--- src/rtl/dcache_wt_responder.sv ---
// Direct-mapped write-through no-write-allocate data cache responder.
// Define DCACHE_STATS_EN to build the read hit/miss counters.
module dcache_wt_responder #(
    parameter int ADDR_W  = 12,
    parameter int DATA_W  = 32,
    parameter int INDEX_W = 6
) (
    input  logic              clk,
    input  logic              reset,
    input  logic              cpu_req,
    input  logic              cpu_rw,
    input  logic [ADDR_W-1:0] cpu_addr,
    input  logic [DATA_W-1:0] cpu_wdata,
    input  logic [DATA_W/8-1:0] cpu_byte_en,
    output logic [DATA_W-1:0] cpu_rdata,
    output logic              cpu_ready,
    output logic              transfer_in_progress,
    output logic              mem_req,
    output logic              mem_rw,
    output logic [ADDR_W-1:0] mem_addr,
    output logic [DATA_W-1:0] mem_wdata,
    output logic [DATA_W/8-1:0] mem_byte_en,
    input  logic [DATA_W-1:0] mem_rdata,
    input  logic              mem_ack,
    output logic [31:0]       stat_hits,
    output logic [31:0]       stat_misses
);
    localparam int BE_W  = DATA_W / 8;
    localparam int TAG_W = ADDR_W - INDEX_W - 2;
    localparam int LINES = 2 ** INDEX_W;

    typedef enum logic [1:0] {IDLE, REFILL, WRITE, RESP} state_t;

    state_t state_q, state_d;

    logic [LINES-1:0]  valid_q;
    logic [TAG_W-1:0]  tag_q  [LINES];
    logic [DATA_W-1:0] data_q [LINES];

    logic [ADDR_W-1:0] addr_q;
    logic [DATA_W-1:0] wdata_q;
    logic [BE_W-1:0]   be_q;
    logic [DATA_W-1:0] rdata_q;

    logic [INDEX_W-1:0] cpu_idx, fill_idx;
    logic [TAG_W-1:0]   cpu_tag, fill_tag;
    logic idle, hit, rd_hit, rd_miss, wr_nop, wr_go, fill_done;

    assign cpu_idx  = cpu_addr[INDEX_W+1:2];
    assign cpu_tag  = cpu_addr[ADDR_W-1:INDEX_W+2];
    assign fill_idx = addr_q[INDEX_W+1:2];
    assign fill_tag = addr_q[ADDR_W-1:INDEX_W+2];

    assign idle      = (state_q == IDLE);
    assign hit       = valid_q[cpu_idx] && (tag_q[cpu_idx] == cpu_tag);
    assign rd_hit    = idle && cpu_req && !cpu_rw && hit;
    assign rd_miss   = idle && cpu_req && !cpu_rw && !hit;
    assign wr_nop    = idle && cpu_req && cpu_rw && (cpu_byte_en == '0);
    assign wr_go     = idle && cpu_req && cpu_rw && (cpu_byte_en != '0);
    assign fill_done = (state_q == REFILL) && mem_ack;

    always_ff @(posedge clk) begin
        if (reset) state_q <= IDLE;
        else       state_q <= state_d;
    end

    always_comb begin
        state_d = state_q;
        unique case (state_q)
            IDLE: begin
                if (rd_miss)    state_d = REFILL;
                else if (wr_go) state_d = WRITE;
            end
            REFILL:  if (mem_ack) state_d = RESP;
            WRITE:   if (mem_ack) state_d = RESP;
            RESP:    state_d = IDLE;
            default: state_d = IDLE;
        endcase
    end

    always_comb begin
        cpu_ready   = 1'b0;
        cpu_rdata   = '0;
        mem_req     = 1'b0;
        mem_rw      = 1'b0;
        mem_addr    = '0;
        mem_wdata   = '0;
        mem_byte_en = '0;
        unique case (state_q)
            IDLE: begin
                if (rd_hit) begin
                    cpu_ready = 1'b1;
                    cpu_rdata = data_q[cpu_idx];
                end else if (wr_nop) begin
                    cpu_ready = 1'b1;
                end
            end
            REFILL: begin
                mem_req     = 1'b1;
                mem_addr    = addr_q;
                mem_byte_en = '1;
            end
            WRITE: begin
                mem_req     = 1'b1;
                mem_rw      = 1'b1;
                mem_addr    = addr_q;
                mem_wdata   = wdata_q;
                mem_byte_en = be_q;
            end
            RESP: begin
                cpu_ready = 1'b1;
                cpu_rdata = rdata_q;
            end
            default: ;
        endcase
    end

    assign transfer_in_progress = !idle;

    always_ff @(posedge clk) begin
        if (reset) begin
            addr_q  <= '0;
            wdata_q <= '0;
            be_q    <= '0;
            rdata_q <= '0;
            valid_q <= '0;
        end else begin
            if (rd_miss || wr_go) begin
                addr_q  <= cpu_addr & ~ADDR_W'(3);
                wdata_q <= cpu_wdata;
                be_q    <= cpu_byte_en;
            end
            if (wr_go) rdata_q <= '0;
            if (fill_done) begin
                rdata_q           <= mem_rdata;
                valid_q[fill_idx] <= 1'b1;
            end
        end
    end

    // Tag/data need no reset: valid bits gate every lookup.
    always_ff @(posedge clk) begin
        if (!reset) begin
            if (fill_done) begin
                data_q[fill_idx] <= mem_rdata;
                tag_q[fill_idx]  <= fill_tag;
            end else if (wr_go && hit) begin
                for (int b = 0; b < BE_W; b++) begin
                    if (cpu_byte_en[b])
                        data_q[cpu_idx][8*b +: 8] <= cpu_wdata[8*b +: 8];
                end
            end
        end
    end

`ifdef DCACHE_STATS_EN
    logic [31:0] hits_q, misses_q;

    always_ff @(posedge clk) begin
        if (reset) begin
            hits_q   <= '0;
            misses_q <= '0;
        end else begin
            if (rd_hit && hits_q != '1)    hits_q   <= hits_q + 32'd1;
            if (rd_miss && misses_q != '1) misses_q <= misses_q + 32'd1;
        end
    end

    assign stat_hits   = hits_q;
    assign stat_misses = misses_q;
`else
    assign stat_hits   = '0;
    assign stat_misses = '0;
`endif

endmodule

--- config.mk ---
export PLATFORM = sky130hd
export DESIGN_NAME = dcache_wt_responder
export DESIGN_NICKNAME = d
export VERILOG_FILES = /design/src/rtl/dcache_wt_responder.sv
export SDC_FILE = /design/constraint.sdc
export NUM_CORES = 2
export LEC_CHECK = 0
export ABC_AREA = 1
export CAP_MARGIN = 20
export CORE_MARGIN = 4
export CORE_UTILIZATION = 30
export CTS_BUF_LIST = sky130_fd_sc_hd__clkbuf_8
export DETAILED_ROUTE_END_ITERATION = 6
export PLACE_DENSITY = 0.53
export SLEW_MARGIN = 10
export SYNTH_ARGS = -nofsm -noshare
export SYNTH_HDL_FRONTEND = slang
export SYNTH_SLANG_ARGS = --single-unit
--- constraint.sdc ---
create_clock -name clk -period 14.4 [get_ports clk]
set_clock_uncertainty 0.05 [all_clocks]
set_input_delay 4.32 -clock clk [delete_from_list [all_inputs] [get_ports clk]]
set_output_delay 4.32 -clock clk [all_outputs]
set_load 0.05 [all_outputs]
==> results.cfg <==
[setup_path]
start_kind = input pin
max_stage_delay_ps = 820
critPathSlowestCell = a21oi_1
crit_top_cell = nand3_1
r2r_start = tag_q[16][3]$_DFFE_PP_
endpoint_kind = primary output
critical_path.cell_chain = buf_8 -> inv_8 -> nand2_1 -> nand3_1 -> nand3_1 -> nand3_1 -> nand3_1 -> nand3_1 -> nand2_1 -> nand2_1 -> nand2_1 -> nor2_1 -> nand4_1 -> buf_4 -> a311o_1 -> a21oi_1 -> buf_12
reg2reg_depth = 19
criticalPathCategory = in -> out
regToRegSetupSlack_ps = 8320
cp.arrival_ps = 8810
rr_endpoint = data_q[57][25]$_DFFE_PP_
required_ps = 10030
cp_max_fo = 157

[placed_design]
gp_congestion = 0.8210
portBuffers = 164
dpl.hpwl_um = 177500
dp.cells = 11890

[synthesis]
synth_edf_count = 2304
synthMostInstantiatedCell = edfxtp_1
synth-seq-cells = 2448
seq_area_frac_synth_pct = 73.13
synth.area.top_cells = edfxtp_1, o21ai_0, nor2_1, nand2_1, o221ai_1
ys_types = 37
netlist_area_um2 = 98550
ys_warn_count = 0
synthCells = 7875
synth_common_cells = edfxtp_1, nor2_1, nand2_1
syn_avg_cell_area_um2 = 12.51
synth_top_area_share_pct = 70.20
synth_area_leader_cell = edfxtp_1
synth_ff_type = edfxtp_1
synthArstFlopShare_pct = 0

[floorplan]
initial_core_util_pct = 30.13
dieArea_um2 = 337700
design.core.area_um2 = 327100
num_rows = 210
die_y_um = 581.2
die_w_um = 581.2
pin_count = 233

[power]
power_leakage_nw = 35.94
power_density_nw_per_um2 = 135.3
total_power_mw = 15.25
ir_drop_uv = 109.5

[hold_path]
hold_end = wdata_q[11]$_SDFFE_PP0P_
hp-class = reg -> reg
holdPathStages = 2
holdCritStartpoint = wdata_q[11]$_SDFFE_PP0P_

[clock_network]
clk_pin_slew_worst_paths_ps = 60
ctsRootBufferMaster = clkbuf_8
htree_levels = 5
ctsResizeCount = 0
cts_buffers = 417
cts_setup_buffers = 0
holdBufCountCts = 0
clkSinkCount = 2448
cts_tree = yes
clk_latency_ps = 1100
clockBufferDepth = 4

[routing]
met2_length_um = 141400
drt_wl_total_um = 313900
vias = 66880
routed.top_layer = met5
viasPerCell = 5.281
drcViolationCount = 0
first_pass_iters = 6
wl_per_cell_um = 24.79
initialDrtViolationCount = 7579
wirelength_met1_um = 129200
dr_wl_met3_um = 30780
ant_nets = 0

[final_layout]
multiInputGateArea_um2 = 23630
final_cells = 12660
areaGrowthSynthToFinish_pct = 14.35
fill_cells = 31860
nets = 8057
ff_latch_area_um2 = 72080
drive_gt1_share_pct = 9.259

[timing]
finalSetupTns_ps = 0
rsz0062_at_grt = no
fin_crit_ps = 13180
timing.fmax_ghz = 0.07586
fin_crit_sh_pct = 91.54
slew_violations = 0
tightest_slew_ps = 1196
hold_viol_final = 0
slew_headroom_pct = 19.25
setup_viol_count_final = 0

[global_route]
grt-ovfl-total = 0
grt_pass1_wl_um = 446600
grt_pass1_vias = 63910
antenna_found_initial = 35
grt_max_degree = 167
grtUsageTotal_pct = 17.81

[outcome]
status = complete, no violations

[run]
cap_violations = 0
## area by class of cell
class,count,share of cell area [%]
tap,4346,4.825
clock inverter,305,1.493
clock buffer,431,5.263
antenna,34,0.07549
multi-input combinational,4642,20.96
timing repair buffer,289,2.837
sequential,2448,63.96
inverter,169,0.5862
## worst max path at each step
stage,from,endpoint,slack (ps),cells after the start
final,cpu_addr[2],cpu_rdata[7],1220,17
after global routing,cpu_addr[2],cpu_rdata[7],1010,17
after CTS,cpu_addr[2],cpu_rdata[7],1320,17
after detailed placement,cpu_addr[2],cpu_rdata[7],1350,17
after global placement,cpu_addr[2],cpu_rdata[7],1310,17
after floorplan,cpu_addr[2],cpu_rdata[0],2770,14
## placed cells by master, fill, tap and decap left out, types with 8 or more instances in the layout
master           netlist  layout
edfxtp_1            2304    2304
nor2_1              1098    1098
nand2_1              963     962
o21ai_0              853     821
nand3_1              515     515
clkbuf_8               0     432
a21oi_1              404     399
o221ai_1             380     380
inv_1                163     293
dfxtp_1              144     140
a221oi_1             128     128
clkdlybuf4s50_1        0     124
buf_4                 73     106
clkinv_1               2      94
o22ai_1               67      67
conb_1                 1      66
o311ai_0              60      59
clkinv_2               0      56
buf_12                 0      55
diode_2                0      34
o21ai_4                0      32
a311o_1               30      30
nor2_4                16      16
bufinv_16              0      16
nand2_2               11      12
a211oi_1              10      10
o21ai_1                9       9
o21ai_2                8       8
## state kept, by name (all words and copies together), names as in the netlist
name	count
data_q	2048
tag_q	256
valid_q	64
rdata_q	32
wdata_q	32
addr_q	10
be_q	4
state_q	2
## power by group
part	total, mW	switching, mW	internal [mW]
registers	7.93	0.0497	7.88
clock network	5.82	2.77	3.05
logic	1.50	1.18	0.320
## critical path: cells and delay by family
kind | cells | cell delay, ps
buffers and inverters | 4 | 1520
AO/OA/AOI/OAI | 2 | 1300
AND/OR/NAND/NOR | 11 | 1490
## stage by stage
step,utilization [%],setup WS [ps],instance area [µm²],hold WS (ps)
3_5_place_dp,32.10,1354,105000,404.2
5_1_grt,34.43,1012,112600,431.6
3_3_place_gp,32.10,1305,105000,400.7
2_1_floorplan,-,2775,98800,391.2
4_1_cts,34.42,1325,112600,413.9
6_report,34.45,1218,112700,410.7
## metal layers
metal,up-vias,global-route usage (%)
met2,3264,27.13
met5,-,0
met3,591,5.198
met4,26,7.735
li1,29470,-
met1,33520,23.60
## cell families after synthesis
group | count (synthesis) | synth area share, %
XOR/XNOR | 1 | 0.008888
flip-flops | 2448 | 73.13
buffers and inverters | 850 | 3.580
adder cells (fa/ha/maj) | 5 | 0.06348
AO/OA/AOI/OAI | 1955 | 12.41
other | 1 | 0.003805
AND/OR/NAND/NOR | 2615 | 10.81
(Power assumes the default switching activity.)
